==> config.mk <==
export PLATFORM = sky130hd
export DESIGN_NAME = ping_pong_display_scanner
export DESIGN_NICKNAME = d
export VERILOG_FILES = /design/src/rtl/ping_pong_display_scanner.sv
export SDC_FILE = /design/constraint.sdc
export NUM_CORES = 1
export LEC_CHECK = 0
export ABC_AREA = 1
export BUFFER_PORTS_ARGS = -buffer_cell sky130_fd_sc_hd__buf_2
export CORE_MARGIN = 2
export CORE_UTILIZATION = 30
export CTS_CLUSTER_SIZE = 10
export DETAILED_ROUTE_END_ITERATION = 10
export SETUP_SLACK_MARGIN = 0.2
export SYNTH_ARGS = -nofsm -noshare
export SYNTH_HDL_FRONTEND = slang
export SYNTH_SLANG_ARGS = --single-unit
==> constraint.sdc <==
create_clock -name clk -period 2.6 [get_ports clk]
set_input_delay 0.52 -clock clk [delete_from_list [all_inputs] [get_ports clk]]
set_output_delay 0.52 -clock clk [all_outputs]
set_load 0.005 [all_outputs]
==> src/rtl/ping_pong_display_scanner.sv <==
// Time-multiplexes a 0-15 count and a direction flag onto a 4-digit common-anode display.
// Optional LEADING_ZERO_BLANK_EN keeps the tens digit dark when the value is below 10.
module ping_pong_display_scanner #(
  parameter int unsigned SCAN_DIV     = 2048,
  parameter int unsigned BLANK_CYCLES = 64
) (
  input  logic       clk,
  input  logic       rst,
  input  logic [3:0] value,
  input  logic       direction,
  output logic [6:0] seg,
  output logic [3:0] an,
  output logic       frame_start
);

  localparam int unsigned CntW = (SCAN_DIV > 1) ? $clog2(SCAN_DIV) : 1;
  localparam logic [CntW-1:0] CntMax   = CntW'(SCAN_DIV - 1);
  localparam logic [CntW-1:0] BlankEnd = CntW'(BLANK_CYCLES);

  localparam logic [6:0] SegDark = 7'b1111111;
  localparam logic [6:0] SegUp   = 7'b0011101;
  localparam logic [6:0] SegDown = 7'b1100011;

  typedef enum logic [0:0] {StBlank, StDrive} phase_e;

  logic [CntW-1:0] cnt_q, cnt_d;
  logic [1:0]      idx_q, idx_d;
  logic [3:0]      snap_val_q, snap_val_d;
  logic            snap_dir_q, snap_dir_d;
  phase_e          phase_q, phase_d;
  logic [6:0]      seg_q, seg_d;
  logic [3:0]      an_q, an_d;
  logic            frame_start_q, frame_start_d;

  logic       slot_wrap;
  logic       snap_load;
  logic       val_ge10;
  logic [3:0] ones_val;
  logic [6:0] dir_glyph;

  function automatic logic [6:0] digit_glyph(input logic [3:0] d);
    logic [6:0] g;
    case (d)
      4'd0:    g = 7'b0000001;
      4'd1:    g = 7'b1001111;
      4'd2:    g = 7'b0010010;
      4'd3:    g = 7'b0000110;
      4'd4:    g = 7'b1001100;
      4'd5:    g = 7'b0100100;
      4'd6:    g = 7'b0100000;
      4'd7:    g = 7'b0001111;
      4'd8:    g = 7'b0000000;
      4'd9:    g = 7'b0000100;
      default: g = SegDark;
    endcase
    return g;
  endfunction

  // Slot timer, slot index and frame snapshot.
  always_comb begin
    slot_wrap     = (cnt_q == CntMax);
    cnt_d         = slot_wrap ? '0 : cnt_q + 1'b1;
    idx_d         = slot_wrap ? idx_q + 2'd1 : idx_q;
    snap_load     = slot_wrap && (idx_q == 2'd3);
    snap_val_d    = snap_load ? value : snap_val_q;
    snap_dir_d    = snap_load ? direction : snap_dir_q;
    frame_start_d = snap_load;
  end

  // Phase FSM: state register.
  always_ff @(posedge clk) begin
    if (rst) begin
      phase_q <= StBlank;
    end else begin
      phase_q <= phase_d;
    end
  end

  // Phase FSM: next state.
  always_comb begin
    phase_d = phase_q;
    unique case (phase_q)
      StBlank: if (cnt_d == BlankEnd) phase_d = StDrive;
      StDrive: if (slot_wrap)         phase_d = StBlank;
      default: phase_d = StBlank;
    endcase
  end

  // Phase FSM: outputs, registered below for one cycle of latency.
  always_comb begin
    val_ge10  = (snap_val_q >= 4'd10);
    ones_val  = val_ge10 ? snap_val_q - 4'd10 : snap_val_q;
    dir_glyph = snap_dir_q ? SegUp : SegDown;
    an_d      = 4'b1111;
    seg_d     = SegDark;
    if (phase_q == StDrive) begin
      unique case (idx_q)
        2'd0: begin
`ifdef LEADING_ZERO_BLANK_EN
          if (val_ge10) begin
            an_d  = 4'b0111;
            seg_d = digit_glyph(4'd1);
          end
`else
          an_d  = 4'b0111;
          seg_d = val_ge10 ? digit_glyph(4'd1) : digit_glyph(4'd0);
`endif
        end
        2'd1: begin
          an_d  = 4'b1011;
          seg_d = digit_glyph(ones_val);
        end
        2'd2: begin
          an_d  = 4'b1101;
          seg_d = dir_glyph;
        end
        2'd3: begin
          an_d  = 4'b1110;
          seg_d = dir_glyph;
        end
        default: begin
          an_d  = 4'b1111;
          seg_d = SegDark;
        end
      endcase
    end
  end

  always_ff @(posedge clk) begin
    if (rst) begin
      cnt_q         <= '0;
      idx_q         <= 2'd0;
      snap_val_q    <= 4'd0;
      snap_dir_q    <= 1'b1;
      seg_q         <= SegDark;
      an_q          <= 4'b1111;
      frame_start_q <= 1'b0;
    end else begin
      cnt_q         <= cnt_d;
      idx_q         <= idx_d;
      snap_val_q    <= snap_val_d;
      snap_dir_q    <= snap_dir_d;
      seg_q         <= seg_d;
      an_q          <= an_d;
      frame_start_q <= frame_start_d;
    end
  end

  assign seg         = seg_q;
  assign an          = an_q;
  assign frame_start = frame_start_q;

endmodule

## Yosys cells after proc, flatten, opt, wreduce, memory -nomap -nowiden

Memory sizes are Yosys's and may differ from the RTL's.
Cells that the tools add are included.

- Add/subtract/negate cells: 3
- Order comparisons: 1
- Equality and inequality tests: 5
- Multiplexer cells: 9
- Bitwise logic cells: 1
- Reduce and logical (&&, ||, !) cells: 4

Operator list:

| cell | count |
|---|---|
| 7-bit case mux with 3 select lines | 1 |
| 4-bit case mux with 4 select lines | 1 |
| 7-bit two-way mux | 2 |
| 11-bit by 1-bit adder with 11-bit output, second input constant | 1 |
| 11-bit == test, second input constant | 1 |
| 11-bit by 7-bit == test with 1-bit output, second input constant | 1 |
| 11-bit two-way mux | 1 |
| 2-bit == test, second input constant | 2 |
| 4-bit >= comparator, second input constant | 1 |
| 4-bit two-way mux | 1 |
| 2-bit OR reduction | 2 |
| 4-bit subtractor, second input constant | 1 |
| 2-bit by 1-bit adder with 2-bit output, second input constant | 1 |
| 2-bit by 1-bit == test with 1-bit output, second input constant | 1 |
| 2-bit zero test | 1 |
| 1-bit two-way mux | 2 |
| 1-bit case mux with 2 select lines | 1 |
| 1-bit logical AND | 1 |
| 1-bit NOT | 1 |

- Bits in registers: 31
- ROM bits: 112
- Input port bits: 7
- Output and inout port bits: 12
- Word-level logic and storage cells: 32
- Memories: 1

Memories:

| memory | words | width | rd ports | clocked after Yosys merged registers in | wr ports | RTL line | source |
|---|---|---|---|---|---|---|---|
| (name not given) | 16 | 7 | 1 | 0 | 0 | 43 | `case (d)` |

## Longest topological paths before layout

- Depth after elaboration: 5
- Depth in mapped cells: 12
- Mapped depth without buffers: 12

## Worst setup path after synthesis

OpenSTA, ideal clock, no wires.

- Kind: register to register
- From: register snap_val_q[1]
- To: register seg_q[2] (netlist: seg[2])
- Arrival time: 1.277 ns
- Data required time: 2.477 ns
- Path slack: 1.200 ns
- Stages on the path, launching flop included: 12
- Buffers on the path: 0
- Period minus slack after synthesis: 1.400 ns
- Path through: dfxtp_1 inv_2 ha_1 nand2_1 nand2_4 inv_2 nor2_1 o21ai_1 nand2_1 nand2_1 nand2_1 nand2_1

- Word-level cells in the longest chain between the ends: 4
- Elaborated cells between the ends (all ways): 6

RTL lines:

| what | RTL line | source |
|---|---|---|
| from (decl) | 28 | `logic [3:0] snap_val_q, snap_val_d;` |
| from (signal assigned) | 141 | `snap_val_q <= snap_val_d;` |
| 4-bit subtractor or 4-bit >= comparator (tied branches) | 92, 91 |  |
| 4-bit two-way mux | 92 | `ones_val = val_ge10 ? snap_val_q - 4'd10 : snap_val_q;` |
| memory read 16 x 7 bit | -- |  |
| 7-bit case mux with 3 select lines (*) | 97 | `unique case (idx_q)` |
| to (signal assigned) | 135 | `seg_q <= SegDark;` |
| to (signal assigned) | 143 | `seg_q <= seg_d;` |
| to (decl) | 31 | `logic [6:0] seg_q, seg_d;` |

Every way passes the cells marked *; elsewhere a longest branch is shown, timed or not.
A chain may end at the register's enable or synchronous reset.

## Worst setup path in the final report

- From: register cnt_q[0]
- To: register snap_val_q[3]

- Word-level cells in the longest chain between the ends: 2

RTL lines:

| what | RTL line | source |
|---|---|---|
| from (decl) | 26 | `logic [CntW-1:0] cnt_q, cnt_d;` |
| from (signal assigned) | 139 | `cnt_q <= cnt_d;` |
| 11-bit == test | 61 | `slot_wrap = (cnt_q == CntMax);` |
| 1-bit logical AND | 64 | `snap_load = slot_wrap && (idx_q == 2'd3);` |

No other way between the ends.

==> flow_summary.yaml <==
power_and_ir_drop:
  switchingPower_uw: 200
  switching_share: 0.216
  p_leak_nw: 0.777
  seq_power_share: 0.520
  p_comb_frac: 0.025
  max-vdd-ir-drop_mv: 0.292
  pwr-share-clk: 0.454
  p_per_area_nw_per_um2: 512
  p_int_uw: 728
hold_path:
  whs_endpoint: "phase_q"
  min_delay_path_depth: 2
  hp-start: "phase_q"
  hold_path.class: "register to register"
floorplanning:
  rows: 26
  die_width_microns: 75.8
  dieHeight_microns: 75.8
  ios: 19
  initial_core_util: 0.306
  core_area_sq_um: 5040
  die-area_sq_um: 5740
sta:
  worst_slack_ns: 0.932
  fin_crit_ns: 1.67
  fmax_ghz: 0.599
  slew_violations: 0
  fin_crit_sh: 0.642
  worst_slew_pin_slew_ns: 0.336
  fin_skew_ns: 0.00855
  timing.final.hold_violations: 0
  max-slew-margin-rel: 0.773
  rsz0062_at_grt: "no"
  tns_ns: 0
  finalSetupViolations: 0
yosys:
  synth_compound_area_frac: 0.146
  synth_area_sq_um: 1550
  yosysUniqueCellTypes: 28
  synth-adder-area-share: 0.0891
  seq_area_frac_synth: 0.402
  ys.flop_type: "dfxtp_1"
  syn_nets: 226
  synth_edf_count: 0
  ys_warn_count: 0
  synth_mux_area_frac: 0
  synth_top_family_by_area: "simple AND/OR/NAND/NOR gates"
  synthCells: 208
  synth_simple_gate_area_frac: 0.286
  syn_avg_cell_area_sq_um: 7.43
  synth-seq-cells: 31
  async_reset_ff_frac: 0
  synth_xor_area_frac: 0
clock_network:
  cts_buffer_depth: 2
  cts_resized: 0
  clkSlewWorstSetupHoldPaths_ns: 0.07
  cts_hold_buf: 0
  cts_tree: "built"
  cts_setup_buffers: 0
  cts_buffers: 5
  cts_root_buf: "clkbuf_8"
  insertion_delay_ns: 0.28
  clock-sinks: 31
  htreeDepth: 2
placed_design:
  post-place-ws_ns: 0.932
  place_congestion: 0.795
  portBuffers: 18
  hpwl_mm: 2.22
cells_and_area:
  fill_cells: 537
  antennaDiodeCount: 0
  nets: 249
  areaGrowthSynthToFinish_pct: 17.2
  drive_gt1_frac: 0.198
  seqCellArea_sq_um: 621
  multi_input_area_sq_um: 805
global_route:
  grt_use_total: 0.112
  grt_pass1_wl_mm: 4.82
  grt_max_degree: 12
  first_global_vias: 1174
  antenna_found_initial: 0
  overflow: 0
worst_setup_path:
  crit_arrival_ns: 1.84
  r2r_start: "cnt_q[0]"
  worstPathCellList: "ha_1 > nand2_1 > inv_2 > nand3_2 > inv_2 > nand4_2 > o21ai_0 > a21oi_1"
  r2r_slack_ns: 0.93
  cp_slowest_cell: "dfxtp_1"
  start_kind: "register"
  setup.worst_path.start: "cnt_q[0]"
  path_buf_inv: 2
  worstSetupPathType: "register to register"
  cpMostUsedCell: "inv_2"
  cp_top_family: "simple AND/OR/NAND/NOR gates"
  cp-end-kind: "register"
  max_stage_delay_ns: 0.40
  r2r-end: "snap_val_q[3]"
  crit_fanout: 11
  r2r_cells: 8
  cp_data_required_time_ns: 2.77
drt:
  dr.pass1.iters: 4
  num_vias: 1335
  wl_per_cell_microns: 9.36
  drt_iter0_drc: 35
  wl_mm: 2.83
  final_antenna_net_count: 0
  drc_errors: 0
  avgViaCountPerCell: 4.42
outcome:
  outcome: "complete, no violations"
run:
  drv_cap: 0
-- layout make-up --
class / count / share of cell area
multi-input cells: 147 / 0.444
flip-flops and latches: 31 / 0.343
clock inverters: 1 / 0.00414
repair buffers: 18 / 0.0497
clock buffers: 7 / 0.0532
inverters: 28 / 0.0580
well taps: 70 / 0.0483
-- per-stage QoR --
stage                     cell area (sq um)  cells  hold slack, ns  power, mW   util
final                                  1810    302           0.480      0.928  0.359
after global placement                 1710    294           0.467      0.518  0.339
after global routing                   1810    302           0.501      0.966  0.359
after floorplan                        1550    208           0.445      0.508      -
after CTS                              1810    302           0.484      0.943  0.359
after detailed placement               1710    294           0.475      0.518  0.339
-- power groups by stage --
| stage | Clock, mW | Sequential, mW | Combinational [mW] |
|---|---|---|---|
| final | 0.422 | 0.483 | 0.0233 |
| after global routing | 0.456 | 0.484 | 0.0261 |
| after CTS | 0.436 | 0.483 | 0.0241 |
| after detailed placement | 0 | 0.494 | 0.0239 |
| after global placement | 0 | 0.494 | 0.0239 |
| after floorplan | 0 | 0.493 | 0.0151 |
-- how the worst max path moves through the flow --
stage                     slack (ns)  cells after the start       endpoint
after floorplan                 1.20                     11         seg[2]
after global placement           1.0                      8  snap_val_q[3]
after detailed placement        0.93                      8  snap_val_q[3]
after CTS                       0.92                      8  snap_val_q[3]
after global routing            0.74                      8  snap_val_q[3]
final                           0.93                      8  snap_val_q[3]
-- layout by cell type, fill, tap and decap left out, drive strengths merged --
| cell type | synthesis | layout |
|---|---|---|
| nand2 | 57 | 57 |
| dfxtp | 31 | 31 |
| inv | 27 | 27 |
| nor2 | 25 | 25 |
| o21ai | 20 | 20 |
| buf | 1 | 18 |
| ha | 11 | 11 |
| a21oi | 11 | 11 |
| nand3 | 11 | 11 |
| clkbuf | 1 | 7 |
| nand4 | 5 | 5 |
| a31oi | 2 | 2 |
| nor3 | 1 | 1 |
| a21boi | 1 | 1 |
| or2 | 1 | 1 |
| clkinv | 1 | 1 |
| o21bai | 1 | 1 |
| o211ai | 1 | 1 |
| clkinvlp | 0 | 1 |
-- routing by layer --
metal  vias up  part of all wire  GRT usage
met5         -                 0          0
met4         0             0.014     0.0526
met3         5             0.034     0.0370
met2        18              0.49      0.186
met1       598              0.46      0.129
li1        714                 -          -
-- cells by family (layout without fill, tap and decap cells) --
group                      after synthesis  in the layout
AOI/OAI and AO/OA                       36             36
adders and majority gates               11             11
buffers and inverters                   30             54
DFF                                     31             31
and+or+nand+nor                        100            100
-- sequential cells by signal, summed over array words and instances, names as in the netlist --
| signal | cells |
|---|---|
| phase_q | 1 |
| snap_val_q | 4 |
| cnt_q | 11 |
| frame_start | 1 |
| idx_q | 2 |
| an | 4 |
| seg | 7 |
| snap_dir_q | 1 |
-- cells in the mapped netlist (2+ instances only) --
cell	n	share of area
nand2_1	55	0.13
dfxtp_1	31	0.40
nor2_1	23	0.056
inv_1	22	0.053
ha_1	11	0.089
a21oi_1	10	0.032
nand3_1	9	0.029
o21ai_0	8	0.026
o21ai_1	8	0.026
inv_2	5	0.012
nand4_1	4	0.016
o21ai_2	4	0.023
a31oi_1	2	0.0081
nand3_2	2	0.013
-- worst register-to-register path, stage by stage, from the launching register on --
cell,delay [ns]
dfxtp_1,0.40
ha_1,0.24
nand2_1,0.11
inv_2,0.10
nand3_2,0.09
inv_2,0.08
nand4_2,0.24
o21ai_0,0.24
a21oi_1,0.05
No activity file was read; power rests on OpenSTA's default activity.
